==> config.mk <==
export PLATFORM = sky130hd
export DESIGN_NAME = outlier_fifo_drain
export DESIGN_NICKNAME = d
export VERILOG_FILES = /design/src/rtl/outlier_fifo_drain.sv
export SDC_FILE = /design/constraint.sdc
export NUM_CORES = 1
export LEC_CHECK = 0
export BUFFER_PORTS_ARGS = -buffer_cell sky130_fd_sc_hd__buf_4
export CAP_MARGIN = 20
export CORE_AREA = 2 2 98 100
export DETAILED_ROUTE_END_ITERATION = 16
export DIE_AREA = 0 0 100 102
export PLACE_DENSITY = 0.61
export SKIP_LAST_GASP = 1
export SLEW_MARGIN = 20
export SYNTH_ARGS = -nofsm -noshare
export SYNTH_HDL_FRONTEND = slang
export SYNTH_SLANG_ARGS = --single-unit
export TNS_END_PERCENT = 5
==> constraint.sdc <==
create_clock -name clock -period 2.3 [get_ports clock]
set_clock_uncertainty 0.05 [all_clocks]
set_input_delay 0.575 -clock clock [delete_from_list [all_inputs] [get_ports clock]]
set_output_delay 0.575 -clock clock [all_outputs]
set_load 0.01 [all_outputs]
==> src/rtl/outlier_fifo_drain.sv <==
// Drains the outlier-position FIFO into a valid/ready stream, holding one index back so TLAST lands on the true final index.
// Optional build macro DRAIN_RANGE_CHECK_EN discards indices >= point_cloud_size and counts them.
module outlier_fifo_drain #(
    parameter int N           = 16,
    parameter int DONE_SETTLE = 2
) (
    input  logic           clock,
    input  logic           reset,
    input  logic           ctrl_done,
    input  logic           fifo_empty,
    input  logic [N-1:0]   fifo_dout,
    output logic           fifo_rd_en,
    input  logic [2*N-1:0] point_cloud_size,
    output logic [N-1:0]   m_tdata,
    output logic           m_tvalid,
    input  logic           m_tready,
    output logic           m_tlast,
    output logic [N-1:0]   outlier_count,
    output logic [N-1:0]   range_err_count,
    output logic           finished
);

    // state   | meaning
    // IDLE    | one cycle after reset before polling starts
    // FETCH   | pop when FIFO has data, else count done&empty settle cycles
    // CAPTURE | FIFO data arrives; previous lookahead becomes a non-last beat
    // SEND    | non-last beat waiting for m_tready
    // LAST    | lookahead emitted with tlast, waiting for m_tready
    // DONE    | drain complete, sticky until reset
    typedef enum logic [2:0] {
        S_IDLE,
        S_FETCH,
        S_CAPTURE,
        S_SEND,
        S_LAST,
        S_DONE
    } state_t;

    localparam int SW = $clog2(DONE_SETTLE + 2);

    state_t         state_q, state_d;
    logic [N-1:0]   la_q, la_d;
    logic           la_v_q, la_v_d;
    logic [N-1:0]   tdata_q, tdata_d;
    logic           tvalid_q, tvalid_d;
    logic           tlast_q, tlast_d;
    logic [N-1:0]   cnt_q, cnt_d;
    logic [N-1:0]   err_q, err_d;
    logic           finished_q, finished_d;
    logic [SW-1:0]  settle_q, settle_d;
    logic           rd_en_c;
    logic           range_bad;

`ifdef DRAIN_RANGE_CHECK_EN
    assign range_bad = ({{N{1'b0}}, fifo_dout} >= point_cloud_size);
`else
    logic unused_size;
    assign unused_size = ^point_cloud_size;
    assign range_bad   = 1'b0;
`endif

    always_ff @(posedge clock) begin
        if (reset) begin
            state_q    <= S_IDLE;
            la_q       <= '0;
            la_v_q     <= 1'b0;
            tdata_q    <= '0;
            tvalid_q   <= 1'b0;
            tlast_q    <= 1'b0;
            cnt_q      <= '0;
            err_q      <= '0;
            finished_q <= 1'b0;
            settle_q   <= '0;
        end else begin
            state_q    <= state_d;
            la_q       <= la_d;
            la_v_q     <= la_v_d;
            tdata_q    <= tdata_d;
            tvalid_q   <= tvalid_d;
            tlast_q    <= tlast_d;
            cnt_q      <= cnt_d;
            err_q      <= err_d;
            finished_q <= finished_d;
            settle_q   <= settle_d;
        end
    end

    always_comb begin
        state_d  = state_q;
        la_d     = la_q;
        la_v_d   = la_v_q;
        tdata_d  = tdata_q;
        tvalid_d = tvalid_q;
        tlast_d  = tlast_q;
        cnt_d    = cnt_q;
        err_d    = err_q;
        settle_d = '0;
        rd_en_c  = 1'b0;

        case (state_q)
            S_IDLE: state_d = S_FETCH;
            S_FETCH: begin
                if (!fifo_empty) begin
                    rd_en_c = 1'b1;
                    state_d = S_CAPTURE;
                end else begin
                    if (ctrl_done)
                        settle_d = (settle_q >= SW'(DONE_SETTLE)) ? settle_q : settle_q + 1'b1;
                    if (settle_q >= SW'(DONE_SETTLE)) begin
                        if (la_v_q) begin
                            tdata_d  = la_q;
                            tvalid_d = 1'b1;
                            tlast_d  = 1'b1;
                            state_d  = S_LAST;
                        end else begin
                            state_d = S_DONE;
                        end
                    end
                end
            end
            S_CAPTURE: begin
                state_d = S_FETCH;
                if (range_bad) begin
                    err_d = (err_q == '1) ? err_q : err_q + 1'b1;
                end else begin
                    la_d   = fifo_dout;
                    la_v_d = 1'b1;
                    if (la_v_q) begin
                        tdata_d  = la_q;
                        tvalid_d = 1'b1;
                        tlast_d  = 1'b0;
                        state_d  = S_SEND;
                    end
                end
            end
            S_SEND: begin
                if (m_tready) begin
                    tvalid_d = 1'b0;
                    cnt_d    = (cnt_q == '1) ? cnt_q : cnt_q + 1'b1;
                    state_d  = S_FETCH;
                end
            end
            S_LAST: begin
                if (m_tready) begin
                    tvalid_d = 1'b0;
                    tlast_d  = 1'b0;
                    la_v_d   = 1'b0;
                    cnt_d    = (cnt_q == '1) ? cnt_q : cnt_q + 1'b1;
                    state_d  = S_DONE;
                end
            end
            S_DONE: tvalid_d = 1'b0;
            default: state_d = S_IDLE;
        endcase

        finished_d = finished_q | (state_d == S_DONE);
    end

    // Pop strobe is combinational from state; held off while reset is being applied.
    assign fifo_rd_en      = rd_en_c & ~reset;
    assign m_tdata         = tdata_q;
    assign m_tvalid        = tvalid_q;
    assign m_tlast         = tlast_q;
    assign outlier_count   = cnt_q;
    assign range_err_count = err_q;
    assign finished        = finished_q;

endmodule

==> qor.yml, run 1 <==
floorplan:
  rows: 35
  dieArea_um2: 10200
  core_area_um2: 9110
  start_util: 0.295
  die_w_um: 100
  die_height_um: 102
  io_pins: 105
clocking:
  cts_buffer_depth: 2
  clkTransAtPathRegs_ns: 0.07
  clock_sinks: 57
  cts_resized: 0
  hold_buffers: 0
  cts_tree: "done"
  cts-root-buf: "clkbuf_8"
  numCtsBuffers: 9
  htree_levels: 3
  postCtsSetupBuffers: 0
  clock_latency_ns: 0.35
synth:
  synth_common_cells: "dfxtp_1 (57), a21oi_1 (45), nand2_1 (35)"
  yosysWarnings: 0
  ys_types: 47
  ys_seq_elements: 57
  synth_top_area_cell: "dfxtp_1"
  synthFlopType: "dfxtp_1"
  ys_seq_area_frac: 0.424
  synth_edf_count: 0
  avgSynthCellArea_um2: 8.40
  syn_inst: 320
  synth_top_area_share: 0.424
  netlist_top_cells_area: "dfxtp_1 (42%), a21oi_1 (8.4%), nand2_1 (4.9%)"
  yosysMostFrequentCell: "dfxtp_1"
  async_flop_share: 0
  syn_area_um2: 2690
sta:
  slew_viol_final: 0
  rsz0062_at_grt: "no"
  max_freq_mhz: 481
  min_period_ns: 2.08
  setup_tns_ns: 0
  holdWs_ns: 0.408
  setup_violations: 0
  period_share: 0.904
  hold_viol_final: 0
  tightest_slew_ns: 0.658
  slew_headroom: 0.561
global_routing:
  grt_max_degree: 60
  grtUsageTotal: 0.135
  gr-total-overflow: 0
  antenna_found_initial: 0
  grt_pass1_wl_mm: 10.8
  grt_pass1_vias: 2270
final_layout:
  layout.cells.non_filler: 492
  finalNetCount: 431
  drive_gt1_frac: 0.244
  multiInputGateArea_um2: 1380
  num_antenna_cells: 0
  seqCellArea_um2: 1140
  fillers: 967
  area_growth_pct: 24.6
setup_path:
  path_cells: "buf_4, nand2b_1, nor4_1, buf_4"
  crit_top_cell: "buf_4"
  critical_path_class: "reg2out"
  worstSetupStartpointType: "flip-flop"
  cp.arrival_ns: 1.46
  cp_slowest_cell: "dfxtp_1"
  cpPeakStageDelay_ns: 0.33
  critPathCaptureType: "output pin"
  cp_max_fo: 13
  critPathRequiredTime_ns: 1.67
  reg2reg_depth: 5
routing:
  remaining_drc_errors: 0
  drt-wirelength-per-cell_um: 13.5
  vias: 2419
  post_drt_via_cell_ratio: 4.92
  ant_nets: 0
  drt_first_iter_violations: 86
  drt_pass1_iterations: 5
  wl_mm: 6.66
pwr:
  leakage_nw: 1.32
  p_per_area_nw_per_um2: 592
  max-vdd-ir-drop_mv: 0.255
min_path:
  hold_path.class: "reg2reg"
  holdPathStages: 2
outcome:
  outcome: "completed"
flow_run:
  drv_cap: 0
placed_design:
  port_buffers: 56
  place_inst: 476
  gp_congestion: 0.836
  dp_hpwl_mm: 4.54
[path summary, 6_finish.rpt]
kind / startpoint / to / slack (ns)
setup / recovery: state_q[2] / fifo_rd_en / 0.22
setup reg to reg: outlier_count[0] / outlier_count[8] / 0.25
hold / removal: la_q[15] / la_q[15] / 0.41
hold reg to reg: la_q[15] / la_q[15] / 0.41
[cell usage in the layout (no fill, tap or decap), drive strengths merged, types with 2 or more instances in the layout]
cell type  netlist  routed
a22oi            2       2
ha               2       2
nor4             5       5
nor2            17      17
o21ai           24      24
buf             22      65
a2111oi          3       3
o211a            3       3
nand2           35      35
clkinv           0       3
nand4            3       3
conb             1      16
nor2b            8       8
mux2             6       6
and3             3       3
nand3           24      24
a21oi           45      45
o31ai            6       6
or4              7       7
clkinvlp         0       2
or3              4       4
nor3             2       2
inv              7       8
nand2b           5       5
clkbuf          13      10
dfxtp           57      57
[registers in the layout, summed over array words and instances (netlist names)]
| signal | cells |
|---|---|
| la_q | 16 |
| m_tdata | 16 |
| outlier_count | 16 |
| state_q | 3 |
| settle_q | 2 |
| finished | 1 |
| la_v_q | 1 |
| m_tlast | 1 |
| m_tvalid | 1 |
[metrics by stage]
step            util  total power [mW]  worst slack, ns  instance area (µm²)
2_1_floorplan      -              1.12            0.301                 2750
3_3_place_gp   0.348              1.15            0.161                 3170
3_5_place_dp   0.348              1.15            0.137                 3170
4_1_cts        0.368              2.00            0.198                 3350
5_1_grt        0.368              2.07           0.0960                 3350
6_report       0.368              1.98            0.220                 3350
[power breakdown]
group / internal [mW] / switching [mW]
Clock: 0.421 / 0.433
Combinational: 0.0459 / 0.0781
Sequential: 0.998 / 0.00964
[critical path: cells and delay by family, from the launching register on]
kind	cells	cell delay, ns
buffers and inverters	2	0.36
flip-flops	1	0.33
AND/OR/NAND/NOR	2	0.42
[logic make-up after synthesis]
| logic type | Yosys count | synth area share |
|---|---|---|
| buf+inv | 42 | 0.0856 |
| flops | 57 | 0.424 |
| fa+ha+maj | 2 | 0.00931 |
| xor+xnor | 1 | 0.00326 |
| compound gates | 90 | 0.204 |
| other cells | 1 | 0.00139 |
| simple gates | 120 | 0.243 |
| mux | 7 | 0.0288 |
[area by class of cell]
class / instances / area share
Tap cell: 111 / 0.0414
Multi-Input combinational cell: 236 / 0.411
Timing Repair Buffer: 65 / 0.146
Sequential cell: 57 / 0.341
Clock buffer: 10 / 0.0411
Clock inverter: 6 / 0.0127
Inverter: 7 / 0.00784
[routing by layer]
metal  vias up  share of wire  global-route usage
li1       1224              -                   -
met1      1124           0.45               0.160
met2        63           0.49               0.231
met3         8          0.056              0.0472
met4         0          0.010              0.0464
met5         -              0                   0
No activity file was read; power rests on OpenSTA's default activity.
==> run 2: changes to the inputs <==
--- a/config.mk
+++ b/config.mk
@@ -10,6 +10,7 @@
 export CORE_AREA = 2 2 98 100
 export DETAILED_ROUTE_END_ITERATION = 16
 export DIE_AREA = 0 0 100 102
+export MAX_ROUTING_LAYER = met4
 export PLACE_DENSITY = 0.61
 export SKIP_LAST_GASP = 1
 export SLEW_MARGIN = 20
==> run 2 against run 1 <==
Compared with the run above:
- non-clock buffer count is the same
- clock power about the same
- sequential power barely moved
- maximum frequency grew 0.19%
- routed wire length is 0.39% lower
- first-iteration DRC count decreased by 5.8%
- die area stayed put
- largest cell class unchanged
- largest power group unchanged
- highest routed layer unchanged
==> qor.yml, run 2 (same netlist as run 1, synthesis figures left out) <==
setup_path:
  path_cells: "buf_4, nand2b_1, nor4_1, buf_4"
  worstSetupPathDepth: 4
  worstSetupStartpointType: "flip-flop"
  reg2reg_depth: 4
  worst-path-buf-inv: 2
  critical_path_class: "reg2out"
  cpPeakStageDelay_ns: 0.33
  timing.rr.start: "state_q[0]"
  r2r_slack_ns: 0.25
  cp_slowest_cell: "dfxtp_1"
  cp_max_fo: 13
  critPathCaptureType: "output pin"
  crit_family: "simple AND/OR/NAND/NOR gates"
  critPathRequiredTime_ns: 1.67
  crit_top_cell: "buf_4"
  endpoint: "fifo_rd_en"
  worst_setup_path_startpoint: "state_q[2]"
  cp.arrival_ns: 1.45
  reg2reg_to: "outlier_count[11]"
sta:
  tightest_slew_ns: 0.660
  min_period_ns: 2.08
  hold_viol_final: 0
  slew_viol_final: 0
  setup_violations: 0
  period_share: 0.903
  setup_tns_ns: 0
  rsz0062_at_grt: "no"
  final.setup.worst_slack_ns: 0.224
  max_freq_mhz: 482
  slew_headroom: 0.560
routing:
  drt_pass1_iterations: 4
  wl_mm: 6.64
  ant_nets: 0
  vias: 2425
  remaining_drc_errors: 0
  drt_first_iter_violations: 81
  drt-wirelength-per-cell_um: 13.5
  post_drt_via_cell_ratio: 4.93
global_routing:
  grt_max_degree: 60
  grtUsageTotal: 0.139
  antenna_found_initial: 0
  grt_pass1_wl_mm: 10.8
  grt_pass1_vias: 2275
  gr-total-overflow: 0
floorplan:
  dieArea_um2: 10200
  die_height_um: 102
  die_w_um: 100
  start_util: 0.295
  rows: 35
  io_pins: 105
  core_area_um2: 9110
placed_design:
  gp_congestion: 0.848
  pre_cts_slack_ns: 0.137
  dp_hpwl_mm: 4.54
  placed_cell_area_um2: 3170
  port_buffers: 56
pwr:
  max-vdd-ir-drop_mv: 0.251
  p_per_area_nw_per_um2: 592
  leakage_nw: 1.32
final_layout:
  stdcell_area_um2: 3350
  multiInputGateArea_um2: 1380
  fillers: 967
  postLayoutCoreUtil: 0.368
  final_cell_mix: "buf_4 (65), dfxtp_1 (57), a21oi_1 (45)"
  seqCellArea_um2: 1140
  drive_gt1_frac: 0.244
  final_common_cell: "buf_4"
  area_growth_pct: 24.6
  num_antenna_cells: 0
  finalNetCount: 431
clocking:
  hold_buffers: 0
  clock_sinks: 57
  clkTransAtPathRegs_ns: 0.07
  cts-root-buf: "clkbuf_8"
  htree_levels: 3
  cts_resized: 0
  cts_tree: "done"
  clock_latency_ns: 0.34
  cts_buffer_depth: 2
  numCtsBuffers: 9
  postCtsSetupBuffers: 0
outcome:
  outcome: "completed"
flow_run:
  drv_cap: 0
min_path:
  hold_path.class: "reg2reg"
  worstHoldStart: "la_q[15]"
[run 2: cell counts in the layout (fill, tap and decap cells not counted)]
No cell type changed its count.
[run 2: routing by layer]
metal	routed length, µm	up-vias	track usage	part of all wire
met5	0	-	-	0
met4	95	0	0.0558	0.014
met3	319	9	0.0369	0.048
met2	3210	63	0.231	0.48
met1	3010	1129	0.161	0.45
li1	-	1224	-	-
[run 2: final cells by class]
type | instances | area share
Multi-Input combinational cell | 236 | 0.411
Sequential cell | 57 | 0.341
Timing Repair Buffer | 65 | 0.146
Tap cell | 111 | 0.0414
Clock buffer | 10 | 0.0411
Clock inverter | 6 | 0.0127
Inverter | 7 | 0.00784
[run 2: per-stage QoR]
stage	power (mW)	hold slack, ns	std cells
final	1.98	0.408	492
after global routing	2.06	0.424	492
after detailed placement	1.15	0.398	476
after global placement	1.15	0.393	476
after floorplan	1.12	0.387	335
after CTS	2.00	0.409	492
[run 2: tightest hold or removal path, stage by stage, from the launching register on]
cell     delay [ns]
dfxtp_1        0.31
nand2_1        0.05
a21oi_1        0.05
[run 2: how the worst min path moves through the flow]
stage | end | depth (start not counted)
floorplan | la_q[0] | 2
global placement | la_q[6] | 2
detailed placement | la_q[1] | 2
CTS | la_q[15] | 2
global route | la_q[1] | 2
finish | la_q[15] | 2
[run 2: power by group]
group	switching (mW)	total, mW	internal [mW]
Sequential	0.00965	1.01	0.998
Combinational	0.0782	0.124	0.0459
Clock	0.431	0.852	0.421
